File: config.mk
export PLATFORM = sky130hd
export DESIGN_NAME = quad_decoder_flat
export DESIGN_NICKNAME = d
export VERILOG_FILES = /design/src/rtl/quad_pkg.sv /design/src/rtl/quad_decoder_if.sv /design/src/rtl/quad_filter.sv /design/src/rtl/quad_decoder.sv /design/src/flat_wrapper.sv
export SDC_FILE = /design/constraint.sdc
export NUM_CORES = 1
export LEC_CHECK = 0
export ABC_AREA = 0
export BUFFER_PORTS_ARGS = -buffer_cell sky130_fd_sc_hd__buf_2
export CAP_MARGIN = 20
export CELL_PAD_IN_SITES_DETAIL_PLACEMENT = 0
export CELL_PAD_IN_SITES_GLOBAL_PLACEMENT = 1
export CORE_ASPECT_RATIO = 1.2
export CORE_MARGIN = 2
export CORE_UTILIZATION = 45
export DETAILED_ROUTE_END_ITERATION = 8
export PLACE_DENSITY = 0.78
export RECOVER_POWER = 50
export SKIP_CTS_REPAIR_TIMING = 1
export SLEW_MARGIN = 20
export SYNTH_ARGS = -nofsm -noshare
export SYNTH_HDL_FRONTEND = slang
export SYNTH_HIERARCHICAL = 1
export SYNTH_SLANG_ARGS = --single-unit
export TNS_END_PERCENT = 20
File: constraint.sdc
create_clock -name clk -period 2 [get_ports clk]
set_input_delay 0.2 -clock clk [delete_from_list [all_inputs] [get_ports clk]]
set_output_delay 0.2 -clock clk [all_outputs]
set_load 0.005 [all_outputs]
File: src/rtl/quad_pkg.sv
// Shared types and phase helpers for the quadrature decoder.
// Phase encoding is the filtered pair {a,b}; up order is 00 -> 10 -> 11 -> 01 -> 00.
package quad_pkg;

   typedef enum logic {INIT, TRACK} quad_state_t;

   localparam logic [1:0] PH_00 = 2'b00;
   localparam logic [1:0] PH_10 = 2'b10;
   localparam logic [1:0] PH_11 = 2'b11;
   localparam logic [1:0] PH_01 = 2'b01;

   function automatic logic [1:0] quad_next_up(input logic [1:0] phase);
      logic [1:0] nxt;
      case (phase)
         PH_00:   nxt = PH_10;
         PH_10:   nxt = PH_11;
         PH_11:   nxt = PH_01;
         default: nxt = PH_00;
      endcase
      return nxt;
   endfunction

endpackage

File: src/rtl/quad_decoder_if.sv
// Encoder pins, error clear and decoded outputs of the quadrature decoder.
// master drives the pins and clear; slave is the decoder.
interface quad_decoder_if;
   logic a_in;
   logic b_in;
   logic err_clr;
   logic step;
   logic dir;
   logic err;
   logic err_sticky;

   modport master (output a_in, b_in, err_clr, input step, dir, err, err_sticky);
   modport slave  (input a_in, b_in, err_clr, output step, dir, err, err_sticky);
endinterface

File: src/rtl/quad_filter.sv
// Per-channel synchroniser and glitch filter; level moves SYNC_STAGES+FILTER_LEN edges after a stable pin change.
// bypass makes the filter track the synchronised level directly (used while settling).
module quad_filter #(
   parameter int SYNC_STAGES = 2,
   parameter int FILTER_LEN  = 3
) (
   input  logic clk,
   input  logic reset,
   input  logic din,
   input  logic bypass,
   output logic dout
);

   localparam logic [3:0] CNT_LAST = 4'(FILTER_LEN - 1);

   logic [SYNC_STAGES-1:0] sync_q;
   logic [3:0]             cnt_q;
   logic                   sync_lvl;

   assign sync_lvl = sync_q[SYNC_STAGES-1];

   always_ff @(posedge clk or posedge reset) begin
      if (reset) begin
         sync_q <= '0;
      end else begin
         sync_q <= {sync_q[SYNC_STAGES-2:0], din};
      end
   end

   // Counter holds mismatch cycles so far; the cycle that would make it FILTER_LEN flips the level instead.
   always_ff @(posedge clk or posedge reset) begin
      if (reset) begin
         dout  <= 1'b0;
         cnt_q <= '0;
      end else if (bypass) begin
         dout  <= sync_lvl;
         cnt_q <= '0;
      end else if (sync_lvl == dout) begin
         cnt_q <= '0;
      end else if (cnt_q == CNT_LAST) begin
         dout  <= sync_lvl;
         cnt_q <= '0;
      end else begin
         cnt_q <= cnt_q + 4'd1;
      end
   end

endmodule

File: src/rtl/quad_decoder.sv
// Quadrature decoder: filtered A/B phase tracking into dir level, step strobe and error flags.
// step/err appear SYNC_STAGES+FILTER_LEN+1 edges after a stable pin change; err_sticky follows err by one cycle.
module quad_decoder
   import quad_pkg::*;
#(
   parameter int SYNC_STAGES = 2,
   parameter int FILTER_LEN  = 3
) (
   input  logic          clk,
   input  logic          reset,
   quad_decoder_if.slave bus
);

   localparam logic [4:0] SETTLE_LAST = 5'(SYNC_STAGES + FILTER_LEN - 1);

   quad_state_t state_q, state_d;
   logic [4:0]  settle_q, settle_d;
   logic [1:0]  prev_q, prev_d;
   logic        step_q, step_d;
   logic        err_q, err_d;
   logic        dir_q, dir_d;
   logic        sticky_q, sticky_d;
   logic        filt_a, filt_b;
   logic        bypass;
   logic [1:0]  phase;

   assign bypass = (state_q == INIT);
   assign phase  = {filt_a, filt_b};

   quad_filter #(.SYNC_STAGES(SYNC_STAGES), .FILTER_LEN(FILTER_LEN)) u_filt_a (
      .clk    (clk),
      .reset  (reset),
      .din    (bus.a_in),
      .bypass (bypass),
      .dout   (filt_a)
   );

   quad_filter #(.SYNC_STAGES(SYNC_STAGES), .FILTER_LEN(FILTER_LEN)) u_filt_b (
      .clk    (clk),
      .reset  (reset),
      .din    (bus.b_in),
      .bypass (bypass),
      .dout   (filt_b)
   );

   always_ff @(posedge clk or posedge reset) begin
      if (reset) begin
         state_q  <= INIT;
         settle_q <= '0;
         prev_q   <= PH_00;
         step_q   <= 1'b0;
         err_q    <= 1'b0;
         dir_q    <= 1'b1;
         sticky_q <= 1'b0;
      end else begin
         state_q  <= state_d;
         settle_q <= settle_d;
         prev_q   <= prev_d;
         step_q   <= step_d;
         err_q    <= err_d;
         dir_q    <= dir_d;
         sticky_q <= sticky_d;
      end
   end

   always_comb begin
      state_d  = state_q;
      settle_d = settle_q;
      prev_d   = prev_q;
      step_d   = 1'b0;
      err_d    = 1'b0;
      dir_d    = dir_q;
      case (state_q)
         INIT: begin
            if (settle_q == SETTLE_LAST) begin
               state_d  = TRACK;
               settle_d = '0;
               prev_d   = phase;
            end else begin
               settle_d = settle_q + 5'd1;
            end
         end
         TRACK: begin
            prev_d = phase;
            if (phase != prev_q) begin
               if (phase == quad_next_up(prev_q)) begin
                  step_d = 1'b1;
                  dir_d  = 1'b1;
               end else if (prev_q == quad_next_up(phase)) begin
                  step_d = 1'b1;
                  dir_d  = 1'b0;
               end else begin
                  // Both channels moved at once: direction is unknowable, so flag and resync.
                  err_d = 1'b1;
               end
            end
         end
         default: state_d = INIT;
      endcase
      sticky_d = err_q | (sticky_q & ~bus.err_clr);
   end

   assign bus.step       = step_q;
   assign bus.err        = err_q;
   assign bus.dir        = dir_q;
   assign bus.err_sticky = sticky_q;

endmodule
File: src/flat_wrapper.sv
// flat-port wrapper written by rule: the top's interface ports become plain ports
module quad_decoder_flat import quad_pkg::*;
#(
   parameter int SYNC_STAGES = 2,
   parameter int FILTER_LEN  = 3
)
  (clk, reset, bus_a_in, bus_b_in, bus_err_clr, bus_step, bus_dir, bus_err, bus_err_sticky);
  quad_decoder_if bus_i ();
  input  logic clk;
  input  logic reset;
  input wire logic [$bits(bus_i.a_in)-1:0] bus_a_in;
  input wire logic [$bits(bus_i.b_in)-1:0] bus_b_in;
  input wire logic [$bits(bus_i.err_clr)-1:0] bus_err_clr;
  output wire logic [$bits(bus_i.step)-1:0] bus_step;
  output wire logic [$bits(bus_i.dir)-1:0] bus_dir;
  output wire logic [$bits(bus_i.err)-1:0] bus_err;
  output wire logic [$bits(bus_i.err_sticky)-1:0] bus_err_sticky;
  assign bus_i.a_in = bus_a_in;
  assign bus_i.b_in = bus_b_in;
  assign bus_i.err_clr = bus_err_clr;
  assign bus_step = bus_i.step;
  assign bus_dir = bus_i.dir;
  assign bus_err = bus_i.err;
  assign bus_err_sticky = bus_i.err_sticky;
  quad_decoder #(.SYNC_STAGES(SYNC_STAGES), .FILTER_LEN(FILTER_LEN)) u_core (.clk(clk), .reset(reset), .bus(bus_i));
endmodule
==> results of run 1 <==
[worst max-delay path, stage by stage, from the launching register on]
cell	delay (ns)
dfrtp_1	0.43
inv_1	0.06
ha_1	0.18
nor3b_2	0.16
a21o_4	0.24
mux2_4	0.29
[kinds of logic (layout without fill, tap and decap cells)]
group                      count (synthesis)  after routing  synth area share (%)
muxes                                      6              6                  6.72
and+or+nand+nor                           19             19                  7.95
AOI/OAI and AO/OA                         13             13                  7.84
buffers and inverters                      9             24                  3.02
DFF                                       26             26                  58.3
xor gates and xnor gates                  12             12                  9.41
adders and majority gates                  6              6                  6.72
[layout make-up]
type | instances | area (um2)
clock buffer | 3 | 22.5
clock inverter | 1 | 30.0
fill | 225 | 1050
inverter | 9 | 33.8
multi-input combinational | 56 | 432
sequential | 26 | 652
tap | 31 | 38.8
timing repair buffer | 11 | 68.8
[sequential cells by signal, indices dropped and copies added (netlist names)]
name	cells
u_core/state_q	1
u_core/prev_q	2
u_core/u_filt_b/sync_q	2
u_core/u_filt_a/cnt_q	4
u_core/u_filt_a/sync_q	2
u_core/u_filt_a/dout	1
u_core/settle_q	5
u_core/u_filt_b/dout	1
u_core/bus.err_sticky	1
u_core/u_filt_b/cnt_q	4
u_core/bus.step	1
u_core/bus.dir	1
u_core/bus.err	1
[path summary, 6_finish.rpt]
check | from | endpoint | slack (ns)
worst max-delay path | u_core/settle_q[0]$_DFFE_PP0N_ | u_core/prev_q[1]$_DFFE_PP0P_ | 0.53
worst min-delay path | bus_err_clr | u_core/bus.err_sticky$_DFF_PP0_ | 0.14
worst max register to register | u_core/settle_q[0]$_DFFE_PP0N_ | u_core/prev_q[1]$_DFFE_PP0P_ | 0.53
worst min register to register | u_core/u_filt_b/sync_q[0]$_DFF_PP0_ | u_core/u_filt_b/sync_q[1]$_DFF_PP0_ | 0.37
max in group asynchronous | reset | u_core/bus.dir$_DFFE_PP1P_ | 1.21
min in group asynchronous | reset | u_core/u_filt_b/cnt_q[2]$_DFF_PP0_ | 0.36
[metrics by stage]
stage,cell area [um2],power [uW]
2_1_floorplan,1120,1140
3_3_place_gp,1200,1240
3_5_place_dp,1200,1250
4_1_cts,1250,1610
5_1_grt,1280,1720
6_report,1280,1590
[layer usage]
layer / GRT usage, % / vias up
li1: - / 327
met1: 15.6 / 318
met2: 20.8 / 12
met3: 5.33 / 2
met4: 4.76 / 0
met5: 0 / -
[where the power goes]
group | total [uW] | internal (uW) | switching [uW]
sequential | 782 | 665 | 118
clock | 350 | 203 | 148
combinational | 458 | 256 | 202
total | 1590 | 1120 | 467
[layout by cell type (no fill, tap or decap), drive strengths merged, types with 2 or more instances in the layout]
cell type / instances
a211o: 2
a21o: 2
a21oi: 4
buf: 7
clkbuf: 4
dfrtp: 25
dlygate4sd3: 3
ha: 6
inv: 9
mux2: 6
nand3: 4
nor2: 11
o21ai: 4
xnor2: 8
xor2: 4
==> results.md, run 1 <==
* CORE AREA at 0.00233 mm2
* P per Cell Area at 1250 mW/mm2
* VDD IR max at 0.864 mV
* Worst-path clk slew at 0.14 ns
* Sequential area share after synthesis at 58.3%
* Die footprint at 0.00290 mm2
* Initial DRC Count at 7
* Vias in the first global route at 634
* Post-synth EDFFs at 0
* Most used DFF post-synth: dfrtp_1
* Die Wd at around 49 um
* Die height at slightly below 60 um
* Placed Cells at 130
* Top cells by area, synth: dfrtp_1 (56%), ha_1 (6.7%), xnor2_1 (6.3%), mux2_2 (4.0%), nor2_1 (3.7%)
* Root Buffer: clkbuf_4
* Syn_area_per_cell at 12.3 um2
* Crit path DAT at 1.68 ns
* Tmin final at 1.47 ns
* Non-Filler Instances at 137
* DR top layer: met4
* Number of H-tree levels at 1
* Syn_nets at 102
* Detailed Routing Iterations Pass 1 at 2
* CP max FO at 5
* Worst slew margin at 69.6%
* Clock skew at 0.00849 ns
* Area grow syn2layout at 14.3%
* Yosys top cell by area: dfrtp_1
* # clock sinks at 26
* Mapped Cells at a little over 90
* Fin Setup TNS at 0 ns
* Top-count cell post-synth: dfrtp_1
* Post-synth top area share at 56.0%
* Initial Utilization at 48.0%
* TritonCTS clock tree: yes
* Cell Area, Synth at 0.00112 mm2
* Share of cells above drive strength 1 at around a fifth
* Drc violations at 0
* # IOs at 9
* Hpwl dp at ~1.1 mm
* Yosys cell types at 20
* Worst slack, placed at roughly 0.55 ns
* Clock Tree Buf Depth at 2
* Antenna violations before repair at 0
* Worst-Skew Late Latency at around 0.32 ns
* Nets at around 120
* Commonest cells in the netlist: dfrtp_1 (25), nor2_1 (11), inv_1 (9)
* Final hold vios at 0
* Largest net degree at the start of global routing at 16
* Global-route congestion overflow total at 0
* Wirelength, routed at 1.58 mm
* Met2 wire len at 774 um
* Avg WL per Cell at approximately 12 um
* Routability congestion estimate at 0.727
* Final core utilization at 54.8%
* Vias at ~660
* FF+latch count, synth at 26
* ANT cells at 0
* Rows at 19
* Crit path capture type: flop
* Port Buf Inserts at 8
* Global-route wire length before repair at 2.77 mm
* Metal3 WL at 70 um
* Final hold slack at roughly 0.14 ns
* Worst Hold Depth at 3
* FF-to-FF path depth at 5
* WS Path Type: flop to flop
* Number of CTS-inserted buffers at 3
* Met1 WL at 714 um
* Fmax at 681 MHz
* RSZ-0062 raised after global routing: false
* Worst hold path class: input port to flop
* Max Cap Violations at 0
* Final ANT Viol Nets at 0
* Synth async-reset ratio at 100%
* CP Launch Type: flop
* Leak at 0.000619 uW
* # setup viols final at 0
* PnR worst setup slack at 0.532 ns
* Fin. max-slew vios at 0
* Tcrit/Tclk final at 73.4%
* Status: completed
* WP data required at between 2 and 2.5 ns
* Via density per instance at 4.81
* Worst-margin pin slew at 0.455 ns
* Synth Warn # at 6
* Total GRT Usage at 12.9%
Note: power is estimated with default switching activity, not from simulation.
==> run 2: changes to the inputs <==
--- a/config.mk
+++ b/config.mk
@@ -12,9 +12,9 @@
 export CELL_PAD_IN_SITES_GLOBAL_PLACEMENT = 1
 export CORE_ASPECT_RATIO = 1.2
 export CORE_MARGIN = 2
-export CORE_UTILIZATION = 45
+export CORE_UTILIZATION = 42
 export DETAILED_ROUTE_END_ITERATION = 8
-export PLACE_DENSITY = 0.78
+export PLACE_DENSITY = 0.77
 export RECOVER_POWER = 50
 export SKIP_CTS_REPAIR_TIMING = 1
 export SLEW_MARGIN = 20
==> constraint.sdc (replaced) <==
create_clock -name clk -period 1.2 [get_ports clk]
set_input_delay 0.12 -clock clk [delete_from_list [all_inputs] [get_ports clk]]
set_output_delay 0.12 -clock clk [all_outputs]
set_load 0.005 [all_outputs]
==> results.md, run 2 (synthesis results as in run 1) <==
* Status: complete, but fails checks
* Failing checks: negative setup slack
* Die Wd at 51.1 um (+3.2%)
* Final hold slack at 0.0758 ns (-0.0684 ns)
* Most common cell after layout, fill and taps aside: dfrtp_1
* Top delay family on crit path: flip-flops
* Number of H-tree levels at 1 (unchanged)
* Met2 Use GR at 23.7% (+2.9 points)
* Worst-path clk slew at 0.14 ns (about the same)
* Crit path capture type: flop
* Global Route met1 Usage at 14.7% (-0.89 points)
* Global-route congestion overflow total at 0 (unchanged)
* Number of fill cells in the layout at 219 (-2.7%)
* Routability congestion estimate at 0.730 (+0.44%)
* Root Buffer: clkbuf_4
* Clock skew at 0.00575 ns (-0.00274 ns)
* Met3 GRT Util at 2.22% (-3.1 points)
* Total GRT Usage at 13.2% (+0.34 points)
* Number of CTS-inserted buffers at 3 (unchanged)
* Leak at 0.000664 uW (+7.2%)
* Tcrit/Tclk final at 115% (+41 points)
* Vias at 705 (+7.0%)
* Fmax at 726 MHz (+6.6%)
* FF-to-FF path depth at 5 (unchanged)
* Area grow syn2layout at 22.3%
* Share of cells above drive strength 1 at 33.0% (+14 points)
* P per Cell Area at 1910 mW/mm2 (+54%)
* Wirelength, routed at 1.81 mm (+15%)
* WP data required at 1.41 ns (-0.80 ns)
* Clock Tree Buf Depth at 2 (unchanged)
* Largest register FFs at 5 (unchanged)
* Reg with most FFs: u_core/settle_q
* NetSw at 824 uW (+76%)
* PnR worst setup slack at -0.177 ns (-0.709 ns)
* Most frequent cells in the layout: dfrtp_1 (24), nor2_1 (11), buf_4 (9)
* Rows at 20 (+1)
* CP Cell Sequence: inv_2 > ha_4 > nor3b_4 > a21o_4 > mux2_4
* TritonCTS clock tree: yes
* Fin. max-slew vios at 0 (unchanged)
* Via density per instance at 4.76 (-0.97%)
* Initial DRC Count at 3 (-4)
* Non-Filler Instances at 148 (+8.0%)
* Port Buf Inserts at 8 (unchanged)
* Initial Utilization at 44.2% (-3.8 points)
* CP Launch Type: flop
* WS Path Type: flop to flop
* Final ANT Viol Nets at 0 (unchanged)
* Clock power frac at 16.7% (-5.3 points)
* Worst Hold Depth at 3 (unchanged)
* Die height at 60.5 um (+3.3%)
* Drc violations at 0 (unchanged)
* Worst-Skew Late Latency at 0.31 ns (about the same)
* Largest net degree at the start of global routing at 15 (-1)
* Vias in the first global route at 702 (+11%)
* Sequential Power Share at 49.5% (+0.3 points)
* CORE AREA at 0.00253 mm2 (+8.5%)
* Die footprint at 0.00309 mm2 (+6.6%)
* Final hold vios at 0 (unchanged)
* Reg-to-Reg Start: u_core/settle_q[1]$_DFFE_PP0N_
* Crit path DAT at 1.59 ns (-0.09 ns)
* Nets at 127 (+7.6%)
* Worst slew margin at 69.9% (+0.27 points)
* Slowest cell on the critical path: dfrtp_1
* Net Sw Frac at 31.5% (+2.1 points)
* P_int at 1790 uW (+59%)
* Worst hold path class: input port to flop
* VDD IR max at 1.06 mV (+23%)
* Max Cap Violations at 0 (unchanged)
* Antenna violations before repair at 0 (unchanged)
* Largest regs: u_core/settle_q x5, u_core/u_filt_a/cnt_q x4, u_core/u_filt_b/cnt_q x4
* Busiest grt layer: met2
* ANT cells at 0 (unchanged)
* Avg WL per Cell at 12.3 um (+6.4%)
* Cell area after placement at 0.00127 mm2 (+6.6%)
* CP max FO at 5 (unchanged)
* Detailed Routing Iterations Pass 1 at 3 (+1)
* RSZ-0062 raised after global routing: true
* CP Buf/Inv Count at 1 (unchanged)
* Tmin final at 1.38 ns (-0.0907 ns)
* # clock sinks at 26 (unchanged)
* Hpwl dp at 1.35 mm (+19%)
* Worst-margin pin slew at 0.451 ns (-0.00411 ns)
* R2r endpoint: u_core/prev_q[0]$_DFFE_PP0P_
* Placed Cells at 141 (+8.5%)
* Max stage delay on crit path at 0.42 ns (about the same)
* Hold path start: bus_err_clr
* Post-route cell area at 0.00137 mm2 (+7.0%)
* Comb pwr share at 33.8% (+5.0 points)
* Internal reg-to-reg setup slack at -0.18 ns (-0.71 ns)
* Worst Hold Path EP: u_core/bus.err_sticky$_DFF_PP0_
* Global-route wire length before repair at 2.99 mm (+8.2%)
* # setup viols final at 5 (+5)
* # IOs at 9 (unchanged)
run 2: per-stage QoR:
| stage | utilization [%] | setup TNS (ns) | setup WS (ns) | power (uW) |
|---|---|---|---|---|
| after CTS | 51.9 | -0.695 | -0.211 | 2620 |
| after global placement | 50.4 | -0.285 | -0.126 | 2140 |
| after detailed placement | 50.4 | -0.476 | -0.175 | 2180 |
| after global routing | 54.1 | -1.00 | -0.245 | 2830 |
| final | 54.1 | -0.575 | -0.177 | 2610 |
| after floorplan | - | -0.345 | -0.144 | 1900 |
run 2: final cells by class:
cell class | instances | area (um2) | area share, %
inverter | 9 | 33.8 | 2.47
timing repair buffer | 20 | 136 | 9.98
clock buffer | 4 | 36.3 | 2.66
sequential | 26 | 653 | 47.8
tap | 33 | 41.3 | 3.02
multi-input combinational | 56 | 465 | 34.1
run 2: worst max path at each step:
stage | end | depth (start not counted) | slack (ns) | start
2_1_floorplan | u_core/prev_q[0]$_DFFE_PP0P_ | 5 | -0.14 | u_core/settle_q[0]$_DFFE_PP0N_
3_3_place_gp | u_core/prev_q[0]$_DFFE_PP0P_ | 5 | -0.13 | u_core/settle_q[1]$_DFFE_PP0N_
3_5_place_dp | u_core/prev_q[0]$_DFFE_PP0P_ | 5 | -0.17 | u_core/settle_q[1]$_DFFE_PP0N_
4_1_cts | u_core/prev_q[0]$_DFFE_PP0P_ | 5 | -0.21 | u_core/settle_q[1]$_DFFE_PP0N_
5_1_grt | u_core/prev_q[0]$_DFFE_PP0P_ | 5 | -0.24 | u_core/settle_q[1]$_DFFE_PP0N_
6_report | u_core/prev_q[0]$_DFFE_PP0P_ | 5 | -0.18 | u_core/settle_q[1]$_DFFE_PP0N_
run 2: power groups by stage:
stage | combinational (uW) | clock (uW) | sequential [uW]
after floorplan | 606 | 0 | 1300
after CTS | 870 | 456 | 1290
after detailed placement | 869 | 0 | 1310
after global placement | 840 | 0 | 1300
after global routing | 1020 | 483 | 1330
final | 883 | 437 | 1290
run 2: worst register-to-register path: stages, from the launching register on:
cell	delay, ns
dfrtp_1	0.42
inv_2	0.07
ha_4	0.12
nor3b_4	0.19
a21o_4	0.18
mux2_4	0.30
run 2: metal layers:
metal / vias up / wire [um] / share of wire, %
li1: 346 / - / -
met1: 349 / 789 / 44
met2: 8 / 963 / 53
met3: 2 / 45 / 2.5
met4: 0 / 15 / 0.83
met5: - / 0 / 0
==> run 3: changes to the inputs <==
--- a/config.mk
+++ b/config.mk
@@ -16,7 +16,6 @@
 export DETAILED_ROUTE_END_ITERATION = 8
 export PLACE_DENSITY = 0.77
 export RECOVER_POWER = 50
-export SKIP_CTS_REPAIR_TIMING = 1
 export SLEW_MARGIN = 20
 export SYNTH_ARGS = -nofsm -noshare
 export SYNTH_HDL_FRONTEND = slang
==> results.md, run 3 (synthesis results as in run 1) <==
* Crit path capture type: flop
* Detailed Routing Iterations Pass 1 at 3 (unchanged)
* Die footprint at 0.00309 mm2 (unchanged)
* Initial Utilization at 44.2% (unchanged)
* Most frequent cells in the layout: dfrtp_1 (24), nor2_1 (11), buf_4 (9)
* Tcrit/Tclk final at 115% (unchanged)
* Largest net degree at the start of global routing at 15 (unchanged)
* RSZ-0062 raised after global routing: true
* Fmax at 726 MHz (unchanged)
* Global-route congestion overflow total at 0 (unchanged)
* Number of H-tree levels at 1 (unchanged)
* Max stage delay on crit path at 0.42 ns (about the same)
* Crit. path cell count at 5 (unchanged)
* VDD IR max at 1.06 mV (unchanged)
* Worst Hold Depth at 3 (unchanged)
* Reg with most FFs: u_core/settle_q
* Initial DRC Count at 3 (unchanged)
* # setup viols final at 5 (unchanged)
* Clock Tree Buf Depth at 2 (unchanged)
* P per Cell Area at 1910 mW/mm2 (about the same)
* Post-route cell area at 0.00137 mm2 (unchanged)
* Tmin final at 1.38 ns (unchanged)
* Most common cell after layout, fill and taps aside: dfrtp_1
* CP Launch Type: flop
* Vias at 705 (unchanged)
* Port Buf Inserts at 8 (unchanged)
* Area grow syn2layout at 22.3% (unchanged)
* Vias in the first global route at 716 (+2.0%)
* Die Wd at 51.1 um (unchanged)
* Wirelength, routed at 1.81 mm (about the same)
* Final core utilization at 54.1% (unchanged)
* Final ANT Viol Nets at 0 (unchanged)
* Status: complete, but fails checks
* PnR worst setup slack at -0.177 ns (unchanged)
* Fin. max-slew vios at 0 (unchanged)
* FF-to-FF path depth at 5 (unchanged)
* Slowest cell on the critical path: dfrtp_1
* Leak at 0.000664 uW (unchanged)
* Cell area after placement at 0.00127 mm2 (unchanged)
* Worst-margin pin slew at 0.451 ns (+0.0000105 ns)
* Nets at 127 (unchanged)
* Hpwl dp at 1.35 mm (unchanged)
* Die height at 60.5 um (unchanged)
* Max Cap Violations at 0 (unchanged)
* CP max FO at 5 (unchanged)
* # IOs at 9 (unchanged)
* Total GRT Usage at 13.4% (+0.16 points)
* ANT cells at 0 (unchanged)
* Final hold vios at 0 (unchanged)
* TritonCTS clock tree: yes
* Number of CTS-inserted buffers at 3 (unchanged)
* # clock sinks at 26 (unchanged)
* Worst slew margin at 69.9% (about the same)
* Global-route wire length before repair at 3.03 mm (+1.2%)
* Largest regs: u_core/settle_q x5, u_core/u_filt_a/cnt_q x4, u_core/u_filt_b/cnt_q x4
* Share of cells above drive strength 1 at 33.0% (unchanged)
* Antenna violations before repair at 0 (unchanged)
* Avg WL per Cell at 12.3 um (about the same)
* Crit path DAT at 1.59 ns (about the same)
* WS Path Type: flop to flop
* Top delay family on crit path: flip-flops
* Drc violations at 0 (unchanged)
* Failing checks: negative setup slack
* Non-Filler Instances at 148 (unchanged)
* Root Buffer: clkbuf_4
* Rows at 20 (unchanged)
* Clock skew at 0.00575 ns (unchanged)
* Placed Cells at 141 (unchanged)
* Largest register FFs at 5 (unchanged)
* CORE AREA at 0.00253 mm2 (unchanged)
* Worst-Skew Late Latency at 0.31 ns (about the same)
* WP data required at 1.41 ns (about the same)
* Total power at 2610 uW (about the same)
* CP Cell Sequence: inv_2 > ha_4 > nor3b_4 > a21o_4 > mux2_4
* Routability congestion estimate at 0.730 (unchanged)
* Worst-path clk slew at 0.14 ns (about the same)
* Worst hold path class: input port to flop
* CP Buf/Inv Count at 1 (unchanged)
* Via density per instance at 4.76 (unchanged)
* Fin Setup TNS at -0.575 ns (unchanged)
* Setup bufs post-CTS at 0
-- run 3: cell counts in the layout (fill, tap and decap cells not counted) --
Identical to the previous run, type by type.
-- run 3: timing repair --
| item | in CTS | in global routing |
|---|---|---|
| hold buffers | 3 | 0 |
| gates resized for setup | 2 | 7 |
| pin swaps | 0 | 3 |
| endpoints found under the hold margin | 27 | 0 |
| endpoints found under the setup margin | 7 | 15 |
-- run 3: metal layers --
layer	share of wire (%)	track usage, %	vias up
li1	-	-	346
met1	43	14.8	349
met2	53	24.1	8
met3	2.5	2.22	2
met4	0.83	8.11	0
met5	0	0	-
-- run 3: metrics by stage --
stage	hold slack, ns	worst slack [ns]
floorplan	-0.0766	-0.144
global placement	0.0887	-0.126
detailed placement	0.0886	-0.175
CTS	0.0622	-0.211
global route	0.0636	-0.245
finish	0.0758	-0.177
-- run 3: tightest hold or removal path: stages --
cell	delay (ns)
buf_2	0.10
inv_1	0.04
a21o_1	0.10
-- run 3: layout make-up --
type                       instances  area [um2]
sequential                        26         653
fill                             220        1160
multi-input combinational         56         465
tap                               33        41.3
inverter                           9        33.8
clock buffer                       4        36.3
timing repair buffer              20         136
-- run 3: worst paths after layout --
check,start,end,slack (ns)
max,u_core/settle_q[1]$_DFFE_PP0N_,u_core/prev_q[0]$_DFFE_PP0P_,-0.18
min,bus_err_clr,u_core/bus.err_sticky$_DFF_PP0_,0.08
max reg2reg,u_core/settle_q[1]$_DFFE_PP0N_,u_core/prev_q[0]$_DFFE_PP0P_,-0.18
min reg2reg,u_core/u_filt_b/sync_q[0]$_DFF_PP0_,u_core/u_filt_b/sync_q[1]$_DFF_PP0_,0.36
max in group asynchronous,reset,u_core/bus.dir$_DFFE_PP1P_,0.51
min in group asynchronous,reset,u_core/u_filt_a/cnt_q[1]$_DFF_PP0_,0.27
-- run 3: power by group --
part	leakage, uW	switching [uW]	internal [uW]	total, uW
Sequential	0.000325	182	1110	1290
Combinational	0.000317	390	493	883
Clock	0.0000210	252	185	437
